==> config.mk <==
export PLATFORM = sky130hd
export DESIGN_NAME = alu_exec_seq
export DESIGN_NICKNAME = d
export VERILOG_FILES = /design/src/rtl/alu_exec_seq.sv
export SDC_FILE = /design/constraint.sdc
export NUM_CORES = 1
export LEC_CHECK = 0
export ABC_AREA = 0
export ABC_CLOCK_PERIOD_IN_PS = 4019
export BUFFER_PORTS_ARGS = -buffer_cell sky130_fd_sc_hd__buf_4
export CAP_MARGIN = 30
export CORE_ASPECT_RATIO = 1.1
export CORE_UTILIZATION = 60
export CTS_CLUSTER_SIZE = 40
export DETAILED_ROUTE_END_ITERATION = 6
export GPL_TIMING_DRIVEN = 0
export PLACE_DENSITY_LB_ADDON = 0.2
export SKIP_LAST_GASP = 1
export SLEW_MARGIN = 20
export SYNTH_ARGS = -nofsm -noshare
export SYNTH_HDL_FRONTEND = slang
export SYNTH_SLANG_ARGS = --single-unit
==> constraint.sdc <==
create_clock -name clk -period 4.02 [get_ports clk]
set_input_delay 0.402 -clock clk [delete_from_list [all_inputs] [get_ports clk]]
set_output_delay 0.402 -clock clk [all_outputs]
set_load 0.01 [all_outputs]
==> src/rtl/alu_exec_seq.sv <==
// alu_exec_seq: ALU command sequencer that sits after the alu_regs register file.
// Each accepted command reads two operands through the register file read selects
// and runs either a single-cycle op or a DATA_W-step shift-add multiply. The result
// goes back through the write port, and ZNCV flags update at write-back.
module alu_exec_seq #(
    parameter int DATA_W    = 8,
    parameter int NREG_BITS = 3,
    parameter int WSEL_W    = 7,
    parameter int MUL_EN    = 1
) (
    input  logic                 clk,
    input  logic                 rst_n,
    input  logic                 cmd_valid,
    output logic                 cmd_ready,
    input  logic [3:0]           cmd_op,
    input  logic [NREG_BITS-1:0] cmd_dst,
    input  logic [NREG_BITS-1:0] cmd_src_a,
    input  logic [NREG_BITS-1:0] cmd_src_b,
    output logic [NREG_BITS-1:0] rd_slct_a,
    output logic [NREG_BITS-1:0] rd_slct_b,
    input  logic [DATA_W-1:0]    data_out_a,
    input  logic [DATA_W-1:0]    data_out_b,
    output logic [DATA_W-1:0]    data_in,
    output logic [WSEL_W-1:0]    wrt_slct,
    output logic                 wrtnbl,
    output logic [3:0]           flags,
    output logic                 done
);

    localparam int               CW   = $clog2(DATA_W);
    localparam logic [CW-1:0]    LAST = CW'(DATA_W - 1);

    localparam logic [3:0] OP_ADD  = 4'd0;
    localparam logic [3:0] OP_SUB  = 4'd1;
    localparam logic [3:0] OP_AND  = 4'd2;
    localparam logic [3:0] OP_OR   = 4'd3;
    localparam logic [3:0] OP_XOR  = 4'd4;
    localparam logic [3:0] OP_NOT  = 4'd5;
    localparam logic [3:0] OP_SHL  = 4'd6;
    localparam logic [3:0] OP_SHR  = 4'd7;
    localparam logic [3:0] OP_MUL  = 4'd8;
    localparam logic [3:0] OP_PASS = 4'd9;

    typedef enum logic [1:0] {S_IDLE, S_READ, S_EXEC, S_WB} state_t;

    typedef struct packed {
        logic [3:0]           op;
        logic [NREG_BITS-1:0] dst;
    } cmd_t;

    state_t                state, state_nxt;
    cmd_t                  cmd_q;
    logic [DATA_W-1:0]     a_q, b_q;
    logic [2*DATA_W-1:0]   acc, mcand, acc_step;
    logic [DATA_W-1:0]     mplier;
    logic [CW-1:0]         cnt;
    logic [3:0]            flags_pend;

    logic                  legal, is_mul, exec_last;
    logic [DATA_W:0]       sum, diff;
    logic [DATA_W-1:0]     res;
    logic                  res_c, res_v;
    logic [3:0]            flags_new;

    // A multiply is legal only when the multiplier is built in; opcodes past PASS never are.
    assign is_mul    = (cmd_q.op == OP_MUL) && (MUL_EN != 0);
    assign legal     = (cmd_q.op <= OP_PASS) && ((cmd_q.op != OP_MUL) || (MUL_EN != 0));
    assign exec_last = !is_mul || (cnt == LAST);

    // State register; reset aborts any in-flight command before its write-back.
    always_ff @(posedge clk or negedge rst_n) begin
        if (!rst_n) state <= S_IDLE;
        else        state <= state_nxt;
    end

    // Next state and handshake/write-back strobes.
    always_comb begin
        state_nxt = state;
        cmd_ready = 1'b0;
        wrtnbl    = 1'b0;
        done      = 1'b0;
        case (state)
            S_IDLE: begin
                cmd_ready = 1'b1;
                if (cmd_valid) state_nxt = S_READ;
            end
            S_READ: state_nxt = S_EXEC;
            S_EXEC: if (exec_last) state_nxt = S_WB;
            S_WB: begin
                wrtnbl    = legal;
                done      = 1'b1;
                state_nxt = S_IDLE;
            end
            default: state_nxt = S_IDLE;
        endcase
    end

    // Result and flag computation. The MUL result is taken from the final accumulate step.
    always_comb begin
        sum      = {1'b0, a_q} + {1'b0, b_q};
        diff     = {1'b0, a_q} - {1'b0, b_q};
        acc_step = acc + (mplier[0] ? mcand : '0);
        res      = '0;
        res_c    = 1'b0;
        res_v    = 1'b0;
        case (cmd_q.op)
            OP_ADD: begin
                res   = sum[DATA_W-1:0];
                res_c = sum[DATA_W];
                res_v = (a_q[DATA_W-1] == b_q[DATA_W-1]) && (sum[DATA_W-1] != a_q[DATA_W-1]);
            end
            OP_SUB: begin
                res   = diff[DATA_W-1:0];
                res_c = diff[DATA_W];
                res_v = (a_q[DATA_W-1] != b_q[DATA_W-1]) && (diff[DATA_W-1] != a_q[DATA_W-1]);
            end
            OP_AND:  res = a_q & b_q;
            OP_OR:   res = a_q | b_q;
            OP_XOR:  res = a_q ^ b_q;
            OP_NOT:  res = ~a_q;
            OP_SHL: begin
                res   = {a_q[DATA_W-2:0], 1'b0};
                res_c = a_q[DATA_W-1];
            end
            OP_SHR: begin
                res   = {1'b0, a_q[DATA_W-1:1]};
                res_c = a_q[0];
            end
            OP_MUL: begin
                res   = acc_step[DATA_W-1:0];
                res_c = |acc_step[2*DATA_W-1:DATA_W];
            end
            OP_PASS: res = a_q;
            default: res = '0;
        endcase
        flags_new = {(res == '0), res[DATA_W-1], res_c, res_v};
    end

    // Datapath: latch the command and operands, step the multiplier, stage write-back and flags.
    always_ff @(posedge clk or negedge rst_n) begin
        if (!rst_n) begin
            cmd_q      <= '0;
            rd_slct_a  <= '0;
            rd_slct_b  <= '0;
            a_q        <= '0;
            b_q        <= '0;
            acc        <= '0;
            mcand      <= '0;
            mplier     <= '0;
            cnt        <= '0;
            data_in    <= '0;
            wrt_slct   <= '0;
            flags_pend <= '0;
            flags      <= '0;
        end else begin
            case (state)
                S_IDLE: if (cmd_valid) begin
                    cmd_q     <= '{op: cmd_op, dst: cmd_dst};
                    rd_slct_a <= cmd_src_a;
                    rd_slct_b <= cmd_src_b;
                end
                S_READ: begin
                    a_q    <= data_out_a;
                    b_q    <= data_out_b;
                    acc    <= '0;
                    mcand  <= {{DATA_W{1'b0}}, data_out_a};
                    mplier <= data_out_b;
                    cnt    <= '0;
                end
                S_EXEC: begin
                    if (is_mul) begin
                        acc    <= acc_step;
                        mcand  <= mcand << 1;
                        mplier <= mplier >> 1;
                        cnt    <= cnt + 1'b1;
                    end
                    if (exec_last && legal) begin
                        data_in    <= res;
                        wrt_slct   <= {{(WSEL_W-NREG_BITS){1'b0}}, cmd_q.dst};
                        flags_pend <= flags_new;
                    end
                end
                S_WB: if (legal) flags <= flags_pend;
                default: ;
            endcase
        end
    end

endmodule

* Yosys cells after proc, flatten, opt, wreduce, memory -nomap -nowiden
Cells that the tools add are included.
** Storage, ports and cells
- Bits in registers :: 93
- Input port bits :: 32
- Output and inout bits :: 28
- Word-level logic and storage cells :: 77
** Operators by class
- Add/sub/neg operators :: 4
- Magnitude comparators :: 1
- Equal/unequal tests :: 20
- Multiplexer cells :: 18
- Bitwise operators :: 4
- Reductions and logical operators :: 15
** Operators with widths (count)
- $pmux W8 S10 :: 1
- $pmux W16 S2 :: 2
- $mux W16 :: 3
- $add A16 B16 Y16 :: 1
- $eq A4 B3 Y1 const B :: 4
- $pmux W8 S2 :: 1
- $reduce_and A2 Y1 :: 5
- $add A8 B8 Y9 :: 1
- $sub A8 B8 Y9 :: 1
- $and A8 B8 Y8 :: 1
- $eq A4 B2 Y1 const B :: 2
- $eq A4 B4 Y1 const B :: 2
- $logic_not A8 Y1 :: 1
- $mux W8 :: 1
- $not A8 Y8 :: 1
- $or A8 B8 Y8 :: 1
- $pmux W2 S4 :: 1
- $reduce_or A8 Y1 :: 1
- $xor A8 B8 Y8 :: 1
- $ne A2 B2 Y1 const B :: 3
- $pmux W3 S2 :: 1
- $pmux W1 S5 :: 1
- $eq A2 B2 Y1 const B :: 2
- $eq A4 B1 Y1 const B :: 1
- 16 further kinds :: 23

* Depth between registers and ports, before layout
- Word-level depth :: 5
- Depth in mapped cells :: 10
- Depth with buffers taken out :: 10

* Worst setup path before layout
Ideal clock, no wire load.
- Path kind :: register to register
- From :: register mplier[0]
- To :: register flags_pend[3]
- Library setup time :: 0.068 ns
- Data arrival time :: 2.565 ns
- Data required time :: 3.952 ns
- Slack :: 1.388 ns
- Stages on the path, launching flop included :: 11
- Path buffers :: 1
- Clock period less this slack :: 2.632 ns
- Cell sequence :: dfrtp_1 > clkbuf_1 > and2_1 > fa_1 > a21oi_2 > o221a_4 > xnor2_1 > a221oi_2 > o221ai_2 > nor4_1 > a32o_1
** Between the ends
- Word-level cells in the longest chain between the ends :: 4
** Ends and longest elaborated chain
- start, declared :: line 55 : logic [DATA_W-1:0] mplier;
- start signal, assigned :: line 167 : mplier <= data_out_b;
- start signal, assigned :: line 174 : mplier <= mplier >> 1;
- $mux W16 :: line 102 : acc_step = acc + (mplier[0] ? mcand : '0);
- $add A16 B16 Y16 :: line 102
- $pmux W8 S10 :: line 106 : case (cmd_q.op)
- $logic_not A8 Y1 :: line 136 : flags_new = {(res == '0), res[DATA_W-1], res_c, res_v};
- end signal, assigned :: line 180 : flags_pend <= flags_new;
- end, declared :: line 57 : logic [3:0] flags_pend;
No other way between the ends.
A chain may end at the register's enable or synchronous reset.

* Worst setup path after layout
- From :: register mplier[0]
- To :: register flags_pend[1]
** Between the ends
- Word-level cells in the longest chain between the ends :: 4
** Ends and longest elaborated chain
- $mux W16 :: line 102
- $add A16 B16 Y16 :: line 102
- $reduce_or A8 Y1 :: line 131 : res_c = |acc_step[2*DATA_W-1:DATA_W];
- $pmux W1 S5 :: line 106
No other way between the ends.

==> out/metrics.cfg <==
[timing]
post-route-period-util=0.869
rsz0062_at_grt=false
relSlewSlack=0.362
worst_slew_pin_slew_ns=0.949
setup_slack_ns=0.528
maxSlewViolCount=0
fmax_mhz=286
hold_viol_final=0
tns_ns=0
clock_skew_ns=0.0118
min_period_ns=3.49
setup-violations-final=0

[die]
fp.dieW_um=100
ios=60
placementRows=39
coreArea_um2=10300
dieHeight_um=110
die_area_um2=11000
start_util=0.616

[placed_design]
place_area_um2=7000
pre_cts_ws_ns=0.563
gp_congestion=1.05
io_buffers=55
hpwlAfterDp_um=13800

[routing]
vias_per_cell=6.35
dr.pass1.iters=6
vias=5680
routed_wl_um=18100
drc=0
drt.antenna.violating_nets=0
first_iter_violations=546
wire_per_inst_um=20.2

[finish]
multi_input_area_um2=3720
mostFrequentLayoutCell=dfrtp_1
postLayoutCellArea_um2=7300
synthToLayoutAreaGrowth_pct=14.6
n_fill_cell=854
drive_above_1_share=0.190
diodes=0
seqCellArea_um2=2300
mostFrequentLayoutCells=dfrtp_1 (92), nand2_1 (86), buf_4 (61), o21ai_0 (55), ha_1 (45)
fin_nets=826

[clocking]
clockBufferDepth=2
hold_buffers=0
numCtsBuffers=9
tritoncts=built
cts_resized=0
cts_max_level=3
clk_pin_slew_ns=0.08
clk_latency_ns=0.35
cts_sinks=92
postCtsSetupBuffers=0
root_buffer=clkbuf_16

[synth]
ys_seq_area_frac=0.362
synth_flop_cell=dfrtp_1
avgSynthCellArea_um2=9.43
syn_area_um2=6370
ys_warn_count=0
synth.distinct_cells=85
synth_edf_count=0
synth-seq-cells=92
syn_inst=675
async_flop_share=1.00

[power]
finalPower_mw=5.71
cellPowerDensity_nw_per_um2=782
p_leak_nw=3.39
peakVddDrop_mv=0.408

[worst_setup_path]
critical_path_required_ns=4.23
cp-start-kind=flop
critPathKind=reg2reg
end_kind=flop
arrival_ns=3.70
cp_max_fo=10
rr_worst_depth=10

[grt]
antenna_found_initial=0
grt_use_total=0.339
grt_pass1_vias=5493
grt.overflow.total=0
grt_max_degree=59
grt_pass1_wl_um=28200

[worst_hold_path]
hold_class=in2async

[job]
drv_cap=0

[outcome]
status=finished clean

worst max-delay path, cell delays in order (launching register included):
cell       delay, ns
dfrtp_1         0.49
clkbuf_1        0.38
and2_1          0.25
ha_1            0.26
a21oi_1         0.34
o211ai_4        0.20
a2111oi_4       0.45
o2111a_1        0.29
nor3_2          0.07
nor4_1          0.47
o311ai_1        0.16
kinds of logic after synthesis:
group / after synthesis / synth area share
AOI/OAI and AO/OA: 200 / 0.234
other: 1 / 0.000589
adders and majority gates: 48 / 0.0979
and+or+nand+nor: 202 / 0.159
buffers and inverters: 78 / 0.0566
DFF: 92 / 0.362
muxes: 45 / 0.0774
xor gates and xnor gates: 9 / 0.0124
through the flow:
step / hold WS, ns / instances / utilization
CTS: 0.0162 / 893 / 0.705
detailed placement: 0.388 / 877 / 0.676
global placement: 0.453 / 876 / 0.674
floorplan: 0.106 / 678 / -
global route: 0.0457 / 894 / 0.705
finish: 0.00956 / 894 / 0.705
sequential cells by signal, summed over array words and instances (netlist names), 7 cells and up:
signal   count
acc         16
b_q          8
mcand       16
cmd_q        7
data_in      7
a_q          8
mplier       8
layout make-up:
type,count,area share
multi-input combinational,508,0.509
timing repair buffer,57,0.0611
clock inverter,6,0.00737
sequential,92,0.316
inverter,35,0.0180
clock buffer,10,0.0328
tap,143,0.0245
buffer,43,0.0314
synthesized netlist by cell type, drive strengths merged, types with 3 or more instances:
| cell | instances | area share |
|---|---|---|
| a21oi | 29 | 0.025 |
| nor2b | 8 | 0.0079 |
| o311ai | 3 | 0.0041 |
| a211o | 4 | 0.0055 |
| nor4 | 6 | 0.0069 |
| o22a | 3 | 0.0041 |
| a32o | 3 | 0.0047 |
| fa | 3 | 0.0094 |
| o221ai | 3 | 0.0061 |
| o22ai | 4 | 0.0039 |
| buf | 25 | 0.025 |
| a21o | 8 | 0.0094 |
| mux2 | 21 | 0.038 |
| o2111ai | 5 | 0.0069 |
| nor3 | 7 | 0.0063 |
| a31o | 3 | 0.0041 |
| and3 | 5 | 0.0057 |
| a211oi | 3 | 0.0035 |
| xnor2 | 5 | 0.0069 |
| a2111oi | 4 | 0.012 |
| and2 | 22 | 0.022 |
| nand2 | 87 | 0.052 |
| o21bai | 5 | 0.0059 |
| a32oi | 3 | 0.0041 |
| ha | 45 | 0.088 |
| clkbuf | 18 | 0.011 |
| o2bb2ai | 3 | 0.0041 |
| dfrtp | 92 | 0.36 |
| nand2b | 5 | 0.0049 |
| nand3 | 19 | 0.016 |
| nor3b | 4 | 0.0047 |
| nand3b | 4 | 0.0047 |
| a22oi | 7 | 0.0083 |
| xor2 | 4 | 0.0055 |
| o31ai | 3 | 0.0043 |
| or3 | 3 | 0.0029 |
| nor2 | 24 | 0.014 |
| mux2i | 23 | 0.036 |
| a22o | 20 | 0.028 |
| a221oi | 4 | 0.0065 |
| o21ai | 58 | 0.046 |
| inv | 35 | 0.021 |
| o211ai | 6 | 0.0092 |
path summary, 6_finish.rpt:
| kind | from | to | slack, ns |
|---|---|---|---|
| worst max-delay path | mplier[0] | flags_pend[1] | 0.53 |
| worst min-delay path | rst_n | acc[9] | 0.01 |
| worst max register to register | mplier[0] | flags_pend[1] | 0.53 |
| worst min register to register | flags_pend[1] | flags[1] | 0.47 |
| max in group asynchronous | rst_n | acc[13] | 3.37 |
| min in group clk | data_out_b[0] | b_q[0] | 0.28 |
per-layer routing:
layer,up-vias,routed length (µm),GRT usage
met5,-,0,0
met4,0,683,0.166
met3,47,1310,0.0643
met2,256,8360,0.535
met1,2793,7730,0.452
li1,2584,-,-
power breakdown:
group          internal (mW)  total, mW  switching [mW]
Sequential              1.27       1.54           0.275
Combinational           1.29       3.32            2.03
Clock                  0.448      0.842           0.394
No activity file was read; power rests on OpenSTA's default activity.
